**config.mk**
```make
export PLATFORM = sky130hd
export DESIGN_NAME = timekeep_ctrl_flat
export DESIGN_NICKNAME = d
export VERILOG_FILES = /design/src/rtl/timekeep_pkg.sv /design/src/rtl/timekeep_ctrl_if.sv /design/src/rtl/mod_counter.sv /design/src/rtl/timekeep_ctrl.sv /design/src/flat_wrapper.sv
export SDC_FILE = /design/constraint.sdc
export NUM_CORES = 1
export LEC_CHECK = 0
export CORE_MARGIN = 1
export CORE_UTILIZATION = 30
export CTS_CLUSTER_DIAMETER = 150
export CTS_CLUSTER_SIZE = 30
export DETAILED_ROUTE_END_ITERATION = 8
export PLACE_DENSITY_LB_ADDON = 0.12
export SLEW_MARGIN = 20
export SYNTH_ARGS = -nofsm -noshare
export SYNTH_HDL_FRONTEND = slang
export SYNTH_SLANG_ARGS = --single-unit
export TNS_END_PERCENT = 10
```
**constraint.sdc**
```tcl
create_clock -name clk -period 4.92 [get_ports clk]
set_input_delay 0.984 -clock clk [delete_from_list [all_inputs] [get_ports clk]]
set_output_delay 0.984 -clock clk [all_outputs]
set_load 0.02 [all_outputs]
```
**src/rtl/timekeep_pkg.sv**
```systemverilog
// timekeep_pkg -- shared definitions for the time-of-day keeper.
//   tk_mode_e : edit-mode state encoding, also driven out on the mode port
//               (0 RUN, 1 SET_HOUR, 2 SET_MIN).
//   *_MAX     : wrap limits of the seconds, minutes and hours fields.
//   *_W       : bit widths of those fields on the output bus.
package timekeep_pkg;

    typedef enum logic [1:0] {
        RUN      = 2'd0,
        SET_HOUR = 2'd1,
        SET_MIN  = 2'd2
    } tk_mode_e;

    localparam int unsigned SEC_MAX  = 59;
    localparam int unsigned MIN_MAX  = 59;
    localparam int unsigned HOUR_MAX = 23;

    localparam int unsigned SEC_W  = 6;
    localparam int unsigned MIN_W  = 6;
    localparam int unsigned HOUR_W = 5;

endpackage

```
**src/rtl/timekeep_ctrl_if.sv**
```systemverilog
// timekeep_ctrl_if -- bus between the time keeper and its environment.
//   ms_tick  : 1 ms timebase pulse (one cycle)
//   btn_mode : debounced mode button pulse
//   btn_inc  : debounced increment button pulse
//   sec/min/hour : current time of day
//   mode     : current edit state (0 RUN, 1 SET_HOUR, 2 SET_MIN)
//   blink    : blink enable for the field being edited
// master modport drives the pulses and observes the time; slave is the keeper.
interface timekeep_ctrl_if;

    logic       ms_tick;
    logic       btn_mode;
    logic       btn_inc;
    logic [5:0] sec;
    logic [5:0] min;
    logic [4:0] hour;
    logic [1:0] mode;
    logic       blink;

    modport master (
        output ms_tick, btn_mode, btn_inc,
        input  sec, min, hour, mode, blink
    );

    modport slave (
        input  ms_tick, btn_mode, btn_inc,
        output sec, min, hour, mode, blink
    );

endinterface

```
**src/rtl/mod_counter.sv**
```systemverilog
// mod_counter -- registered modulo counter 0..MAX used for each time field.
//   clk, reset : clock, asynchronous active-low reset
//   en         : advance by one this cycle (wraps MAX -> 0)
//   clear      : synchronous clear to 0, overrides en
//   count      : registered count value
//   carry      : combinational pulse in the cycle the counter wraps, so a
//                chain of counters ripples in a single clock
module mod_counter #(
    parameter int unsigned WIDTH = 6,
    parameter int unsigned MAX   = 59
) (
    input  logic             clk,
    input  logic             reset,
    input  logic             en,
    input  logic             clear,
    output logic [WIDTH-1:0] count,
    output logic             carry
);

    logic [WIDTH-1:0] count_q;
    logic [WIDTH-1:0] count_d;
    logic             at_max;

    assign at_max = (count_q == WIDTH'(MAX));
    assign carry  = en && at_max && !clear;
    assign count  = count_q;

    always_comb begin
        count_d = count_q;
        if (clear) begin
            count_d = '0;
        end else if (en) begin
            count_d = at_max ? '0 : count_q + WIDTH'(1);
        end
    end

    always_ff @(posedge clk or negedge reset) begin
        if (!reset) begin
            count_q <= '0;
        end else begin
            count_q <= count_d;
        end
    end

endmodule

```
**src/rtl/timekeep_ctrl.sv**
```systemverilog
// timekeep_ctrl -- 24 h time-of-day keeper with a two-field edit mode.
//   clk   : sole clock
//   reset : asynchronous active-low reset
//   tk    : slave side of timekeep_ctrl_if (ms_tick/btn_mode/btn_inc in,
//           sec/min/hour/mode/blink out, all outputs registered)
// Parameters: MS_PER_SEC ms ticks per second, BLINK_MS ticks per blink
// half-period.
module timekeep_ctrl
    import timekeep_pkg::*;
#(
    parameter int unsigned MS_PER_SEC = 1000,
    parameter int unsigned BLINK_MS   = 500
) (
    input  logic          clk,
    input  logic          reset,
    timekeep_ctrl_if.slave tk
);

    localparam int unsigned MS_W = (MS_PER_SEC > 1) ? $clog2(MS_PER_SEC) : 1;
    localparam int unsigned BL_W = (BLINK_MS > 1)   ? $clog2(BLINK_MS)   : 1;

    tk_mode_e            state_q, state_d;
    logic [MS_W-1:0]     ms_cnt_q, ms_cnt_d;
    logic [BL_W-1:0]     blink_cnt_q, blink_cnt_d;
    logic                blink_q, blink_d;

    logic                in_run;
    logic                enter_set;
    logic                leave_set;
    logic                edit_inc;
    logic                sec_tick;

    logic [SEC_W-1:0]    sec_q;
    logic [MIN_W-1:0]    min_q;
    logic [HOUR_W-1:0]   hour_q;
    logic                sec_carry, min_carry, hour_carry_unused;
    logic                min_en, hour_en;

    // All decisions use the pre-transition state, so an ms_tick coinciding
    // with btn_mode is handled as if the button had not yet been pressed.
    assign in_run    = (state_q == RUN);
    assign enter_set = in_run && tk.btn_mode;
    assign leave_set = (state_q == SET_MIN) && tk.btn_mode;
    assign edit_inc  = tk.btn_inc && !tk.btn_mode;   // mode press wins
    assign sec_tick  = in_run && tk.ms_tick &&
                       (ms_cnt_q == MS_W'(MS_PER_SEC - 1));

    // In RUN the fields ripple via carries; in edit states only the edited
    // field moves and its carry is ignored.
    assign min_en  = in_run ? sec_carry : ((state_q == SET_MIN)  && edit_inc);
    assign hour_en = in_run ? min_carry : ((state_q == SET_HOUR) && edit_inc);

    always_comb begin
        state_d = state_q;
        if (tk.btn_mode) begin
            case (state_q)
                RUN:      state_d = SET_HOUR;
                SET_HOUR: state_d = SET_MIN;
                SET_MIN:  state_d = RUN;
                default:  state_d = RUN;
            endcase
        end

        ms_cnt_d = ms_cnt_q;
        if (leave_set) begin
            ms_cnt_d = '0;
        end else if (in_run && tk.ms_tick) begin
            ms_cnt_d = sec_tick ? '0 : ms_cnt_q + MS_W'(1);
        end

        blink_d     = blink_q;
        blink_cnt_d = blink_cnt_q;
        if (enter_set) begin
            blink_d     = 1'b1;
            blink_cnt_d = '0;
        end else if (in_run || leave_set) begin
            blink_d     = 1'b0;
            blink_cnt_d = '0;
        end else if (tk.ms_tick) begin
            if (blink_cnt_q == BL_W'(BLINK_MS - 1)) begin
                blink_cnt_d = '0;
                blink_d     = ~blink_q;
            end else begin
                blink_cnt_d = blink_cnt_q + BL_W'(1);
            end
        end
    end

    always_ff @(posedge clk or negedge reset) begin
        if (!reset) begin
            state_q     <= RUN;
            ms_cnt_q    <= '0;
            blink_cnt_q <= '0;
            blink_q     <= 1'b0;
        end else begin
            state_q     <= state_d;
            ms_cnt_q    <= ms_cnt_d;
            blink_cnt_q <= blink_cnt_d;
            blink_q     <= blink_d;
        end
    end

    mod_counter #(.WIDTH(SEC_W), .MAX(SEC_MAX)) u_sec (
        .clk   (clk),
        .reset (reset),
        .en    (sec_tick),
        .clear (leave_set),
        .count (sec_q),
        .carry (sec_carry)
    );

    mod_counter #(.WIDTH(MIN_W), .MAX(MIN_MAX)) u_min (
        .clk   (clk),
        .reset (reset),
        .en    (min_en),
        .clear (1'b0),
        .count (min_q),
        .carry (min_carry)
    );

    mod_counter #(.WIDTH(HOUR_W), .MAX(HOUR_MAX)) u_hour (
        .clk   (clk),
        .reset (reset),
        .en    (hour_en),
        .clear (1'b0),
        .count (hour_q),
        .carry (hour_carry_unused)
    );

    assign tk.sec   = sec_q;
    assign tk.min   = min_q;
    assign tk.hour  = hour_q;
    assign tk.mode  = state_q;
    assign tk.blink = blink_q;

endmodule

```
**src/flat_wrapper.sv**
```systemverilog
// flat-port wrapper written by rule: the top's interface ports become plain ports
module timekeep_ctrl_flat import timekeep_pkg::*;
#(
    parameter int unsigned MS_PER_SEC = 1000,
    parameter int unsigned BLINK_MS   = 500
)
  (clk, reset, tk_ms_tick, tk_btn_mode, tk_btn_inc, tk_sec, tk_min, tk_hour, tk_mode, tk_blink);
  timekeep_ctrl_if tk_i ();
  input  logic clk;
  input  logic reset;
  input wire logic [$bits(tk_i.ms_tick)-1:0] tk_ms_tick;
  input wire logic [$bits(tk_i.btn_mode)-1:0] tk_btn_mode;
  input wire logic [$bits(tk_i.btn_inc)-1:0] tk_btn_inc;
  output wire logic [$bits(tk_i.sec)-1:0] tk_sec;
  output wire logic [$bits(tk_i.min)-1:0] tk_min;
  output wire logic [$bits(tk_i.hour)-1:0] tk_hour;
  output wire logic [$bits(tk_i.mode)-1:0] tk_mode;
  output wire logic [$bits(tk_i.blink)-1:0] tk_blink;
  assign tk_i.ms_tick = tk_ms_tick;
  assign tk_i.btn_mode = tk_btn_mode;
  assign tk_i.btn_inc = tk_btn_inc;
  assign tk_sec = tk_i.sec;
  assign tk_min = tk_i.min;
  assign tk_hour = tk_i.hour;
  assign tk_mode = tk_i.mode;
  assign tk_blink = tk_i.blink;
  timekeep_ctrl #(.MS_PER_SEC(MS_PER_SEC), .BLINK_MS(BLINK_MS)) u_core (.clk(clk), .reset(reset), .tk(tk_i));
endmodule
```
==> flow_summary.ini <==
[grt]
antenna_found_initial = 0
overflow = 0
track_usage = 0.130
grt_pass1_vias = 1601
grt_max_degree = 40
grt_pass1_wl_um = 7440

[worst_setup_path]
required_ps = 5140
cp_max_fo = 10
critPathKind = input pin to flop
worst-r2r-setup-slack_ps = 2450
endpoint_kind = flop
arrival_ps = 3550
worstRegToRegCells = 5
crit_path_start_kind = input pin
reg2reg_from = u_core.tk.mode[0]$_DFFE_PN0P_
rr_endpoint = u_core.u_min.count[5]$_DFFE_PN0P_

[min_path]
worstHoldPathCells = 1
hold_class = flop to flop
min_to = u_core.blink_cnt_q[7]$_DFFE_PN0P_
hold_start = u_core.blink_cnt_q[7]$_DFFE_PN0P_

[clocking]
cts.sink_count = 39
h-tree-depth = 2
cts_tree = built
cts-hold-fix-buffers = 0
post_cts_resized = 0
cts_buffer_depth = 2
clk_pin_slew_worst_paths_ps = 80
cts_setup_buffers = 0
numCtsBuffers = 5
clock_latency_ps = 280
cts-root-buf = clkbuf_8

[timing]
finalMaxSlewViolations = 0
period_minus_slack_ps = 3330
skew_ps = 4.41
final-hold-violation-count = 0
setup_violations = 0
max_clock_freq_mhz = 300
rsz0062_at_grt = no
tightest_slew_ps = 894
period_share = 0.677
fin_tns_setup_ps = 0
max_slew_margin = 0.402

[run]
maxCapViolCount = 0

[route]
wirelength_um = 4280
vias_per_cell = 5.06
first_pass_iters = 4
postRouteAntennaNets = 0
route.detailed.drc = 0
drt_iter0_markers = 44
vias = 1614
post_drt_wl_per_cell_um = 13.4

[pwr]
p_leak_nw = 1.03
power.density_nw_per_um2 = 424
ir_drop_uv = 171

[synth]
netlist_area_um2 = 2070
synth_edf_count = 0
ys.warnings.count = 0
syn_inst = 218
async_flop_share = 1.00
synth_flop_cell = dfrtp_1
synth_seq_cells = 39
netlist-cell-type-count = 45
seq_area_frac_synth = 0.472
syn_area_per_cell_um2 = 9.48
synth_nets = 228

[die]
dieHeight_um = 85.0
io_pins = 25
die_x_um = 85.0
coreArea_um2 = 6490
start_util = 0.318
row_count = 29
die_area_um2 = 7230

[cells_and_area]
num-nets-final = 251
fin_cells = 319
antennaDiodeCount = 0
final_common_cell = dfrtp_1
synthToLayoutAreaGrowth_pct = 18.5
layout-drive-gt1-share = 0.0744
final_cell_mix = dfrtp_1, nor2_1, nand2_1, clkdlybuf4s50_1, o21ai_0

[status]
outcome = finished clean

[place]
port_buffers = 24
dpl.cell_count = 311
dp_hpwl_um = 2990
place.gp.congestion = 0.746
[flip-flops by register name (all words and copies together) (netlist names)]
signal / count
u_core.blink_cnt_q: 9
u_core.tk.blink: 1
u_core.tk.mode: 2
u_core.u_hour.count: 5
u_core.ms_cnt_q: 10
u_core.u_min.count: 6
u_core.u_sec.count: 6
[kinds of logic after synthesis]
| group | Yosys count | share of synthesized area |
|---|---|---|
| xor+xnor | 10 | 0.0424 |
| compound gates | 41 | 0.124 |
| flops | 39 | 0.472 |
| mux | 7 | 0.0363 |
| simple gates | 105 | 0.265 |
| buf+inv | 11 | 0.0297 |
| fa+ha+maj | 5 | 0.0303 |
[report_power, final]
group | internal (mW) | leakage (nW) | switching, mW | total, mW
Combinational | 0.158 | 0.458 | 0.172 | 0.330
Sequential | 0.387 | 0.517 | 0.0836 | 0.470
Clock | 0.128 | 0.0515 | 0.109 | 0.237
Total | 0.673 | 1.03 | 0.364 | 1.04
[worst max-delay path by stage]
| stage | from | to |
|---|---|---|
| after floorplan | tk_ms_tick | u_core.u_hour.count[4]$_DFFE_PN0P_ |
| after global placement | tk_ms_tick | u_core.u_hour.count[4]$_DFFE_PN0P_ |
| after detailed placement | tk_ms_tick | u_core.u_hour.count[4]$_DFFE_PN0P_ |
| after CTS | tk_ms_tick | u_core.u_min.count[5]$_DFFE_PN0P_ |
| after global routing | tk_ms_tick | u_core.u_min.count[5]$_DFFE_PN0P_ |
| final | tk_ms_tick | u_core.u_min.count[5]$_DFFE_PN0P_ |
[through the flow]
step | hold WS, ps | instance area [um^2] | total power [mW] | util | setup WS [ps]
detailed placement | 480 | 2350 | 0.812 | 0.362 | 1260
global placement | 474 | 2350 | 0.812 | 0.362 | 1370
global route | 512 | 2450 | 1.12 | 0.377 | 1380
CTS | 485 | 2450 | 1.05 | 0.377 | 1560
floorplan | 451 | 2070 | 0.684 | - | 2120
finish | 478 | 2450 | 1.04 | 0.377 | 1590
[critical path: stages]
cell	delay (ps)
clkdlybuf4s50_1	660
or3b_1	530
nor4_4	530
a21oi_2	230
or4_1	540
nand2_1	80
[metal layers]
| layer | routed length, um | track usage | up-vias |
|---|---|---|---|
| met5 | 0 | 0 | - |
| met4 | 35 | 0.0431 | 0 |
| met3 | 113 | 0.0331 | 2 |
| met2 | 1970 | 0.199 | 21 |
| met1 | 2160 | 0.178 | 763 |
| li1 | - | - | 828 |
[cell type report]
class / count / area [um^2]
fill: 640 / 4050
multi-input combinational: 168 / 1030
sequential: 39 / 976
timing repair buffer: 24 / 235
clock buffer: 8 / 100
tap: 77 / 96.3
inverter: 3 / 11.3
[cell usage after synthesis, types with 5 or more instances]
cell type,number,area [um^2]
and3_1,7,43.8
xnor2_1,6,52.6
ha_1,5,62.6
o21ai_0,15,75.1
a21oi_1,10,50.1
nand2_1,23,86.3
nor2_1,29,109
nor3_1,7,35.0
dfrtp_1,39,976
nand3_1,9,45.0
Power figures use the tool's default switching activity.
